## config.mk

```make
export PLATFORM = sky130hd
export DESIGN_NAME = data_mem_access_unit
export DESIGN_NICKNAME = d
export VERILOG_FILES = /design/src/rtl/data_mem_access_unit.sv
export SDC_FILE = /design/constraint.sdc
export NUM_CORES = 1
export LEC_CHECK = 0
export CAP_MARGIN = 30
export CORE_ASPECT_RATIO = 0.6
export CORE_MARGIN = 3
export CORE_UTILIZATION = 35
export CTS_CLUSTER_SIZE = 10
export DETAILED_ROUTE_END_ITERATION = 8
export GPL_TIMING_DRIVEN = 1
export RECOVER_POWER = 100
export SYNTH_ARGS = -nofsm -noshare
export SYNTH_HDL_FRONTEND = slang
export SYNTH_SLANG_ARGS = --single-unit
export TNS_END_PERCENT = 50
```

## constraint.sdc

```tcl
create_clock -name clock -period 3.85 [get_ports clock]
set_input_delay 0.77 -clock clock [delete_from_list [all_inputs] [get_ports clock]]
set_output_delay 0.77 -clock clock [all_outputs]
set_load 0.005 [all_outputs]
```

## src/rtl/data_mem_access_unit.sv

```systemverilog
`default_nettype none
// ============================================================================
// Module      : data_mem_access_unit
// Description : Memory-side responder for the core's load/store enables.
//               Converts one load/store request into one or two aligned
//               64-bit beats on a req/ready data-memory port, splitting
//               accesses that straddle a doubleword boundary, and returns
//               sign/zero-extended load data. Holds the core via `stall`
//               until the access completes.
// Ports       :
//   clock, reset_n         - rising-edge clock, async active-low reset
//   data_mem_read_en       - load request
//   data_mem_write_en      - store request (wins if both are high)
//   inst_funct3            - RV64I access size/sign encoding
//   address, store_data    - byte address and LSB-justified store data
//   load_data              - extended load result (held until next load)
//   stall                  - high while the access is pending
//   mem_req/we/addr/byte_en/wdata - registered memory request fields
//   mem_ready, mem_rdata   - completion pulse and read data
// Revision    : 1.0 - initial release
// ============================================================================
module data_mem_access_unit #(
    parameter int MEM_ADDR_WIDTH = 61
) (
    input  logic                      clock,
    input  logic                      reset_n,
    input  logic                      data_mem_read_en,
    input  logic                      data_mem_write_en,
    input  logic [2:0]                inst_funct3,
    input  logic [63:0]               address,
    input  logic [63:0]               store_data,
    output logic [63:0]               load_data,
    output logic                      stall,
    output logic                      mem_req,
    output logic                      mem_we,
    output logic [MEM_ADDR_WIDTH-1:0] mem_addr,
    output logic [7:0]                mem_byte_en,
    output logic [63:0]               mem_wdata,
    input  logic                      mem_ready,
    input  logic [63:0]               mem_rdata
);

    typedef enum logic [1:0] {
        IDLE  = 2'd0,
        BEAT0 = 2'd1,
        BEAT1 = 2'd2,
        DONE  = 2'd3
    } state_t;

    state_t        r_state;
    logic [2:0]    r_funct3;
    logic [2:0]    r_offset;
    logic          r_split;
    logic [7:0]    r_be_hi;
    logic [63:0]   r_wdata_hi;
    logic [63:0]   r_rdata0;

    logic [3:0]    w_size_bytes;
    logic [7:0]    w_size_mask;
    logic          w_split;
    logic [15:0]   w_be_wide;
    logic [127:0]  w_wdata_wide;
    logic [63:0]   w_rd0;
    logic [63:0]   w_rd1;
    logic [5:0]    w_shift;
    logic [63:0]   w_raw;
    logic [63:0]   w_load_ext;
    logic          w_any_en;

    assign w_any_en     = data_mem_read_en | data_mem_write_en;
    assign w_size_bytes = 4'd1 << inst_funct3[1:0];
    assign w_split      = ({1'b0, address[2:0]} + w_size_bytes) > 4'd8;

    always_comb begin
        w_size_mask = 8'hFF;
        case (inst_funct3[1:0])
            2'b00:   w_size_mask = 8'h01;
            2'b01:   w_size_mask = 8'h03;
            2'b10:   w_size_mask = 8'h0F;
            default: w_size_mask = 8'hFF;
        endcase
    end

    // Shifting into a double-width vector yields both beats at once:
    // the low half is beat0, the bits pushed past lane 7 form beat1.
    assign w_be_wide    = {8'h00, w_size_mask} << address[2:0];
    assign w_wdata_wide = {64'd0, store_data} << {address[2:0], 3'b000};

    // In BEAT1 the first doubleword comes from the capture register and the
    // second from the bus; in BEAT0 only the bus word contributes.
    assign w_rd0   = (r_state == BEAT1) ? r_rdata0 : mem_rdata;
    assign w_rd1   = (r_state == BEAT1) ? mem_rdata : 64'd0;
    assign w_shift = {r_offset, 3'b000};
    assign w_raw   = (w_rd0 >> w_shift) | (w_rd1 << (7'd64 - {1'b0, w_shift}));

    always_comb begin
        w_load_ext = w_raw;
        case (r_funct3)
            3'b000:  w_load_ext = {{56{w_raw[7]}},  w_raw[7:0]};
            3'b001:  w_load_ext = {{48{w_raw[15]}}, w_raw[15:0]};
            3'b010:  w_load_ext = {{32{w_raw[31]}}, w_raw[31:0]};
            3'b100:  w_load_ext = {56'd0, w_raw[7:0]};
            3'b101:  w_load_ext = {48'd0, w_raw[15:0]};
            3'b110:  w_load_ext = {32'd0, w_raw[31:0]};
            default: w_load_ext = w_raw;
        endcase
    end

    // Stall is raised combinationally in the request cycle so the PC never
    // advances past an access that has not been accepted yet.
    assign stall = reset_n & ((r_state == IDLE) ? w_any_en
                                                : ((r_state == BEAT0) || (r_state == BEAT1)));

    always_ff @(posedge clock or negedge reset_n) begin
        if (!reset_n) begin
            r_state     <= IDLE;
            r_funct3    <= 3'd0;
            r_offset    <= 3'd0;
            r_split     <= 1'b0;
            r_be_hi     <= 8'd0;
            r_wdata_hi  <= 64'd0;
            r_rdata0    <= 64'd0;
            mem_req     <= 1'b0;
            mem_we      <= 1'b0;
            mem_addr    <= '0;
            mem_byte_en <= 8'd0;
            mem_wdata   <= 64'd0;
            load_data   <= 64'd0;
        end else begin
            case (r_state)
                IDLE: begin
                    if (w_any_en) begin
                        r_state     <= BEAT0;
                        r_funct3    <= inst_funct3;
                        r_offset    <= address[2:0];
                        r_split     <= w_split;
                        r_be_hi     <= w_be_wide[15:8];
                        r_wdata_hi  <= w_wdata_wide[127:64];
                        mem_req     <= 1'b1;
                        mem_we      <= data_mem_write_en;
                        mem_addr    <= address[3 +: MEM_ADDR_WIDTH];
                        mem_byte_en <= w_be_wide[7:0];
                        mem_wdata   <= w_wdata_wide[63:0];
                    end
                end
                BEAT0: begin
                    if (mem_ready) begin
                        r_rdata0 <= mem_rdata;
                        if (r_split) begin
                            r_state     <= BEAT1;
                            mem_addr    <= mem_addr + MEM_ADDR_WIDTH'(1);
                            mem_byte_en <= r_be_hi;
                            mem_wdata   <= r_wdata_hi;
                        end else begin
                            r_state <= DONE;
                            mem_req <= 1'b0;
                            if (!mem_we) begin
                                load_data <= w_load_ext;
                            end
                        end
                    end
                end
                BEAT1: begin
                    if (mem_ready) begin
                        r_state <= DONE;
                        mem_req <= 1'b0;
                        if (!mem_we) begin
                            load_data <= w_load_ext;
                        end
                    end
                end
                default: begin
                    // DONE: enables still belong to the finished instruction.
                    r_state <= IDLE;
                end
            endcase
        end
    end

endmodule
`default_nettype wire

```

# After elaboration in Yosys (flattened, before gate mapping)
# Index checks and enable logic that the tools add are counted.
# W data, S select, Z words.
# op_classes
addsub,3
n_lt_le_gt_ge,1
n_eq_ne,14
shifts,5
mux,32
bitwise_logic,3
n_reduce_logical,13
# ops
op,n
$mux W64,9
$pmux W64 S6,1
$pmux W64 S2,2
$mux W61,3
$shl A64 B6 Y128,1
$pmux W61 S2,1
$or A64 B64 Y64,1
$shl A64 B7 Y64,1
$shr A64 B6 Y64,1
$add A61 B1 Y61 const B,1
$mux W8,3
$pmux W8 S3,1
$pmux W8 S2,1
$shl A8 B3 Y16,1
$ne A2 B2 Y1 const B,5
$eq A3 B3 Y1 const B,3
$reduce_and A4 Y1,2
$sub A7 B6 Y7 const A,1
$mux W1,6
$mux W2,3
$pmux W2 S3,1
$reduce_and A5 Y1,1
$add A3 B4 Y4,1
$eq A2 B1 Y1 const B,2
15 further kinds,19
# word_totals
regBits,344
input_bits,200
out_inout_bits,200
word_cells,84

# Logic depth before layout (Yosys ltp)
# Gate-level depths: netlist of the first run.
# logic_depth
word_depth,9
mapped_depth,14
mapped_depth_nobuf,8

# Worst setup path after synthesis of the first run
# OpenSTA, ideal clock, no wires.
# synth_path
kind,register to register
start,register r_offset[1]
end,register load_data[56]
setup_time_ps,124
t_arrival_ps,3301
required_time_ps,3726
setup_slack_ps,425
path_stages_with_launch,13
n_path_buf,6
synth_period_minus_slack_ps,3425
cell_sequence,dfrtp_1 > buf_2 > buf_1 > inv_2 > buf_1 > ha_1 > clkbuf_1 > buf_1 > buf_1 > mux4_2 > a32o_1 > o21ai_0 > a21oi_2
# synth_via
elab_chain_len,8
word_cells_on_any_way,10
cone_classes,1 x add/sub; 2 x shift; 6 x mux; 1 x bitwise
# synth_rtl
element,line,source
from (decl),52,logic [2:0] r_offset;
from (signal assigned),135,r_offset <= address[2:0];
$sub A7 B6 Y7,94,"assign w_raw = (w_rd0 >> w_shift) | (w_rd1 << (7'd64 - {1'b0, w_shift}));"
$shl A64 B7 Y64,94,
$or A64 B64 Y64 (*),94,
$pmux W64 S6 (*),98,case (r_funct3)
$mux W64 (*),"157, 167",
$mux W64,149,if (r_split) begin
$mux W64,147,if (mem_ready) begin
$pmux W64 S2 (*),130,case (r_state)
to (signal assigned),158,load_data <= w_load_ext;
to (signal assigned),168,load_data <= w_load_ext;
to (decl),32,"output logic [63:0] load_data,"
# Every way passes the cells marked *; elsewhere a longest branch is shown, timed or not. The select of a mux whose other input is x is not followed.
# A chain may end at the register's enable or synchronous reset.

# Worst setup path after layout of the first run
# layout_path
start,register r_state[0]
end,register load_data[32]
# layout_via
elab_chain_len,9
word_cells_on_any_way,18
cone_classes,5 x eq/ne; 2 x shift; 8 x mux; 1 x bitwise; 2 x reduce/logical
# layout_rtl
element,line,source
from (decl),50,state_t r_state;
from (signal assigned),116,r_state <= IDLE;
from (signal assigned),133,r_state <= BEAT0;
from (signal assigned),150,r_state <= BEAT1;
$eq A2 B2 Y1,"91, 92, 130",
$mux W64 (on tied branches),"92, 91",
$shl A64 B7 Y64 or $shr A64 B6 Y64 (tied branches),94,
$or A64 B64 Y64,94,
$pmux W64 S6,98,
$mux W64,"157, 167",
$mux W64,149,
$mux W64,147,
$pmux W64 S2,130,
# Parallel ways exist; a longest one is shown, timed or not. The select of a mux whose other input is x is not followed.

==> metrics, run 1 <==
Yosys reg bits 335; # clock sinks 335; Yosys cell types 81; Bufs on Longest Clock Path 3; Post-synth ARST share 100%; Post-CTS Resized 0; leakage 0.0113 µW; FMAX 273 MHz; arrival time at the worst endpoint about 4.2 ns; Die X around 330 µm; # rows 69; ratio of cells with drive above 1 in the final layout 14.0%; clk_skew 0.0184 ns; largest net degree at the start of global routing 133; Post-synth EDFFs 0; R2R Setup Slk 0.18 ns; Antenna Nets Post-Route 0; vias in the first global route 20700; Post-Syn Area 21700 µm²; sw frac roughly 48%; syn_area_per_cell between 9 and 10 µm²; final setup violation count 0; ys flop type dfrtp_1; Seq pwr share 26.3%; Layout Nets 2952; GRT Total Usage 29.6%; clk root buf clkbuf_16; DRT Wirelength 99100 µm; P_sw between 10000 and 15000 µW; clock power share roughly an eighth; internal power roughly 14000 µW; WL/cell around 28 µm; startpoint types flop; reg2reg end load_data[32]; Ys Warns 0; DP Wirelength 73800 µm; Post-CTS Setup Bufs 0; 1st-pass router iterations 7; crit path time final between 3 and 4 ns; clock slew at the register clock pins of the worst setup and hold paths 0.06 ns; die area 65000 µm²; crit end category flop; failing checks capacitance limit, slew limit; Final Cycle Share 95.2%; critical path fanouts, max 35; I/O Pins 400; crit path kind flop to flop; vias per cell 6.03; final core utilization 46.2%; worst reg2reg path depth 10; final instance area ~28000 µm²; CTS Hold Buffers Added 0; Layout fillers 5779; core area 60200 µm²; Worst Path Required 4.34 ns; Slew @ Worst Pin roughly 2.8 ns; Comb power frac 60.7%; DRT iter0 DRCs approximately 2400; PortBufs 399; run status finished, violations left; max_slew headroom -84.8%; drt drc 0; GRT Residual Overflow 0; CTS tree built; Post-Synthesis Cells 2384; Hold Violations, Final 0; routability cong. 0.992; min-delay worst type input pin to async pin; Synth Net Count 2595; unrepaired setup endpoints after global routing false; Final Max Slew Viols 402; maxcap violations 5; sequential-to-total area share from yosys stat between 30% and 40%; initial antenna violation count 6; Pwr Density 956 nW/µm²; critical path's largest stage delay between 0.7 and 0.8 ns; TritonCTS buffer count 40; CP cell instances inv_1 > ha_4 > buf_12 > nand2b_1 > nor3_1 > a21oi_1 > o22ai_1 > clkbuf_1 > nand2_1 > a21oi_2; first-pass GRT wire length 144000 µm; synth-to-layout area growth 28.4%; post-route setup TNS 0 ns; DR vias 21500; maximum vdd drop 603 µV; Die Y around 200 µm; FF-to-FF Start r_state[0]; Critical-path top delay cell nor3_1; H-tree Lvls 2; Starting Density 36.0%; Clk Latency, worst-skew pair 0.58 ns; Placed Instance Area 26900 µm²
==> cell families (layout without fill, tap and decap cells) <==
kind of cell | after synthesis | count (layout) | share of synthesized area [%]
and+or+nand+nor | 794 | 794 | 16.5
AOI/OAI and AO/OA | 685 | 685 | 20.4
DFF | 335 | 335 | 38.7
muxes | 331 | 331 | 19.4
buffers and inverters | 222 | 587 | 4.15
adders and majority gates | 13 | 13 | 0.763
xor gates and xnor gates | 4 | 4 | 0.162
other | 0 | 5 | 0
==> through the flow <==
stage / total power, µW / worst slack [ns] / instances / hold slack [ns]
4_1_cts: 26900 / 0.483 / 3562 / 0.0421
5_1_grt: 28100 / 0.0894 / 3566 / 0.0643
3_5_place_dp: 23300 / 0.162 / 3512 / 0.469
6_report: 26600 / 0.184 / 3570 / 0.0685
3_3_place_gp: 23100 / 0.162 / 3510 / 0.463
2_1_floorplan: 15800 / 0.425 / 2384 / 0.448
==> state kept, by name, summed over array words and instances, names as in the netlist <==
register and flops:
r_wdata_hi 56, mem_byte_en 8, mem_addr 61, mem_wdata 64, mem_we 1, load_data 64, r_be_hi 7, r_funct3 3
r_state 2, r_rdata0 64, r_offset 3, r_split 1, mem_req 1
==> cells in the final DEF, fill, tap and decap left out, types with 8 or more instances in the layout <==
cell	synthesis	routed
a211o_1	9	9
a211oi_1	22	22
a21oi_1	202	224
a221oi_1	42	42
a22o_1	12	12
a22oi_1	20	20
a31oi_1	19	19
a32oi_1	9	9
and2_1	20	20
and3_1	24	24
and4_1	8	8
buf_12	0	8
buf_4	1	83
clkbuf_1	134	16
clkbuf_16	0	41
clkdlybuf4s50_1	0	194
dfrtp_1	335	334
dlygate4sd3_1	0	201
inv_1	21	21
mux2_2	146	144
mux2i_1	128	128
mux4_2	54	54
nand2_1	252	251
nand2b_1	14	14
nand3_1	46	46
nand4_1	19	19
nor2_1	296	295
nor2b_1	14	14
nor3_1	57	57
nor4_1	12	12
o21ai_0	137	137
o22ai_1	77	77
o2bb2ai_1	16	16
o31ai_1	19	19
or3_1	11	11
==> worst max-delay path by stage <==
stage                  startpoint            end  slack (ns)  depth (start not counted)
CTS                    r_state[0]  load_data[36]        0.48                         10
floorplan             r_offset[1]  load_data[56]        0.43                         12
detailed placement  mem_rdata[63]  load_data[62]        0.16                          8
finish                 r_state[0]  load_data[32]        0.18                         10
global placement    mem_rdata[63]  load_data[62]        0.16                          8
global route          r_offset[0]  load_data[22]        0.09                          8
==> layer usage <==
| layer | up-vias | global-route usage (%) | part of all wire [%] |
|---|---|---|---|
| met4 | 6 | 5.97 | 1.8 |
| met3 | 113 | 12.6 | 13 |
| li1 | 9526 | - | - |
| met5 | - | 0 | 0.046 |
| met1 | 10800 | 44.0 | 46 |
| met2 | 1102 | 39.3 | 40 |
==> Yosys cell counts (32+ instances only) <==
library cell  count  share of area (%)
nor3_1           57                1.3
dfrtp_1         335                 39
a21oi_1         202                4.7
nor2_1          296                5.1
mux2i_1         128                5.9
o22ai_1          77                2.2
mux2_2          146                7.6
nand2_1         252                4.4
nand3_1          46                1.1
o21ai_0         137                3.2
a221oi_1         42                1.7
clkbuf_1        134                2.3
buf_1            32               0.55
mux4_2           54                5.6
==> power by group through the flow <==
stage / Sequential, µW / Clock [µW] / Combinational (µW)
2_1_floorplan: 6500 / 0 / 9290
3_3_place_gp: 6960 / 0 / 16200
3_5_place_dp: 7030 / 0 / 16300
4_1_cts: 7000 / 3530 / 16400
5_1_grt: 7210 / 3660 / 17200
6_report: 6990 / 3450 / 16100
==> area by class of cell <==
class	instances	area (µm²)	area share, %
repair buffers	511	4870	17.5
diodes	5	12.5	0.0450
inverters	26	97.6	0.351
well taps	816	1020	3.67
clock inverters	5	35.0	0.126
clock buffers	45	1050	3.78
multi-input cells	1827	12300	44.3
flip-flops and latches	335	8390	30.2
==> critical path: cells and delay by family (launching register included) <==
family / cells / cell delay, ns
AO/OA/AOI/OAI: 3 / 0.76
flip-flops: 1 / 0.46
AND/OR/NAND/NOR: 3 / 1.16
adder cells (fa/ha/maj): 1 / 0.50
buffers and inverters: 3 / 0.65
(Power assumes the default switching activity.)
==> run 2, diff against run 1 <==
==> constraint.sdc (replaced) <==
create_clock -name clock -period 4.5 [get_ports clock]
set_input_delay 1.35 -clock clock [delete_from_list [all_inputs] [get_ports clock]]
set_output_delay 1.35 -clock clock [all_outputs]
set_load 0.1 [all_outputs]
==> run 2 against run 1 <==
The flow still finishes with violations (capacitance limit, slew limit). Via count increased by 0.85%. Final cell count rose by 0.17%. Global-route usage shrank 0.38 points. Worst setup slack improved by 0.28 ns. Non-clock buffer count grew 1. Hold slack improved by 0.40 ns. Critical path depth down 6. Critical path type is now input pin to output pin. Count of clock-buffer cells in the layout is 4 higher.
==> metrics, run 2 (synthesis gave the netlist of run 1 again) <==
run status finished, violations left; failing checks capacitance limit, slew limit; unrepaired setup endpoints after global routing false; min-delay worst type flop to flop; Post-CTS Resized 0; Critical-path top delay cell dlygate4sd3_1; initial antenna violation count 11; vias per cell approximately 6.1; R2R Setup Slk 0.50 ns; hold path depth 2; die area about 65000 µm²; DR vias around 22000; Layout fillers around 5700; # rows 69; Hold Path Origin mem_wdata[46]; Final Cycle Share roughly 90%; DRT Wirelength 98000 µm; Largest regs load_data: 64 flops, mem_wdata: 64 flops, r_rdata0: 64 flops; most frequent cells in the layout dfrtp_1 (334), nor2_1 (295), nand2_1 (250), a21oi_1 (229), dlygate4sd3_1 (201); arrival time at the worst endpoint 2.69 ns; CTS tree built; GRT Total Usage ~29%; Die Y 199 µm; worst reg2reg path depth 9; Clk Latency, worst-skew pair slightly below 0.6 ns; clk_skew between 0.03 and 0.04 ns; crit path kind input pin to output pin; CTS Hold Buffers Added 0; Slew @ Worst Pin between 2 and 2.5 ns; Bufs on Longest Clock Path 3; FMAX around 250 MHz; CP delay by family, top buffers and inverters; DP Wirelength 71800 µm; clock slew at the register clock pins of the worst setup and hold paths 0.06 ns; Die X 327 µm; TritonCTS buffer count 41; maxcap violations 4; # clock sinks 335; H-tree Lvls 2; max_slew headroom -56.8%; critical path fanouts, max 4; post-route setup TNS 0 ns; first-pass GRT wire length 142000 µm; clk root buf clkbuf_16; vias in the first global route 20900; Hold Violations, Final 0; Crit path buffers/inverters 2; commonest non-fill, non-tap cell in the layout dfrtp_1; crit path time final 4.04 ns; final setup violation count 0; synth-to-layout area growth 30.2%; crit end category output pin; Antenna Nets Post-Route 0; I/O Pins 400; largest net degree at the start of global routing 145; Layout Nets approximately 3000; core area 60200 µm²; Final Max Slew Viols 366; startpoint types input pin; final core utilization between 40% and 50%; 1st-pass router iterations 6; Post-CTS Setup Bufs 0; GRT Residual Overflow 0; Worst Hold Path EP mem_wdata[46]; DRT iter0 DRCs 2589; reg2reg end load_data[10]; ratio of cells with drive above 1 in the final layout 14.2%; routability cong. 1.02; WL/cell approximately 27 µm; FF-to-FF Start r_state[0]; Starting Density 36.0%; critical path's largest stage delay 0.60 ns; Worst Path Required 3.15 ns; PortBufs 399; drt drc 0; CP cell instances dlygate4sd3_1 > nor3b_1 > nor2_1 > clkbuf_2
run 2: cell types whose count changed in the layout (fill, tap and decap cells not counted), moves of 3 or more:
cell,before,now
a21oi_1,224,229
a21oi_2,7,2
buf_16,0,18
buf_4,83,71
clkbuf_8,1,4
run 2: cell type report:
cell class,instances,area (µm²),share of cell area [%]
sequential,335,8390,29.7
antenna,6,15.0,0.0533
inverter,26,97.6,0.346
timing repair buffer,512,5220,18.5
clock inverter,5,38.8,0.138
tap,816,1020,3.62
clock buffer,49,1100,3.89
multi-input combinational,1827,12300,43.7
run 2: worst max-delay path by stage:
stage / endpoint / start / depth (start not counted)
2_1_floorplan: stall / data_mem_write_en / 2
3_3_place_gp: load_data[62] / mem_rdata[63] / 8
3_5_place_dp: load_data[62] / mem_rdata[63] / 8
4_1_cts: stall / data_mem_write_en / 4
5_1_grt: mem_wdata[31] / data_mem_write_en / 7
6_report: stall / data_mem_write_en / 4
run 2: layer usage:
metal / GRT usage (%) / wire length (µm) / vias up
met4: 6.55 / 1970 / 10
met5: 0 / 78 / -
met3: 11.4 / 12500 / 165
li1: - / - / 9548
met1: 43.4 / 44200 / 10700
met2: 39.3 / 39200 / 1235
run 2: worst min-delay path, cell delays in order, from the launching register on:
cell	delay [ns]
dfrtp_1	0.34
nand2_1	0.05
o31ai_1	0.05
run 2: stage by stage:
| stage | instances | worst slack [ns] | hold WS (ns) | cell area [µm²] |
|---|---|---|---|---|
| 4_1_cts | 3568 | 0.674 | 0.481 | 28400 |
| 6_report | 3576 | 0.461 | 0.473 | 28200 |
| 2_1_floorplan | 2384 | 0.451 | 0.448 | 21700 |
| 3_5_place_dp | 3514 | 0.241 | 0.468 | 27200 |
| 5_1_grt | 3574 | 0.314 | 0.498 | 28200 |
| 3_3_place_gp | 3496 | 0.241 | 0.462 | 26800 |
Power of run 2 is not shown: default switching activity piles up to over one toggle a cycle in this logic, so the estimate is an artifact.
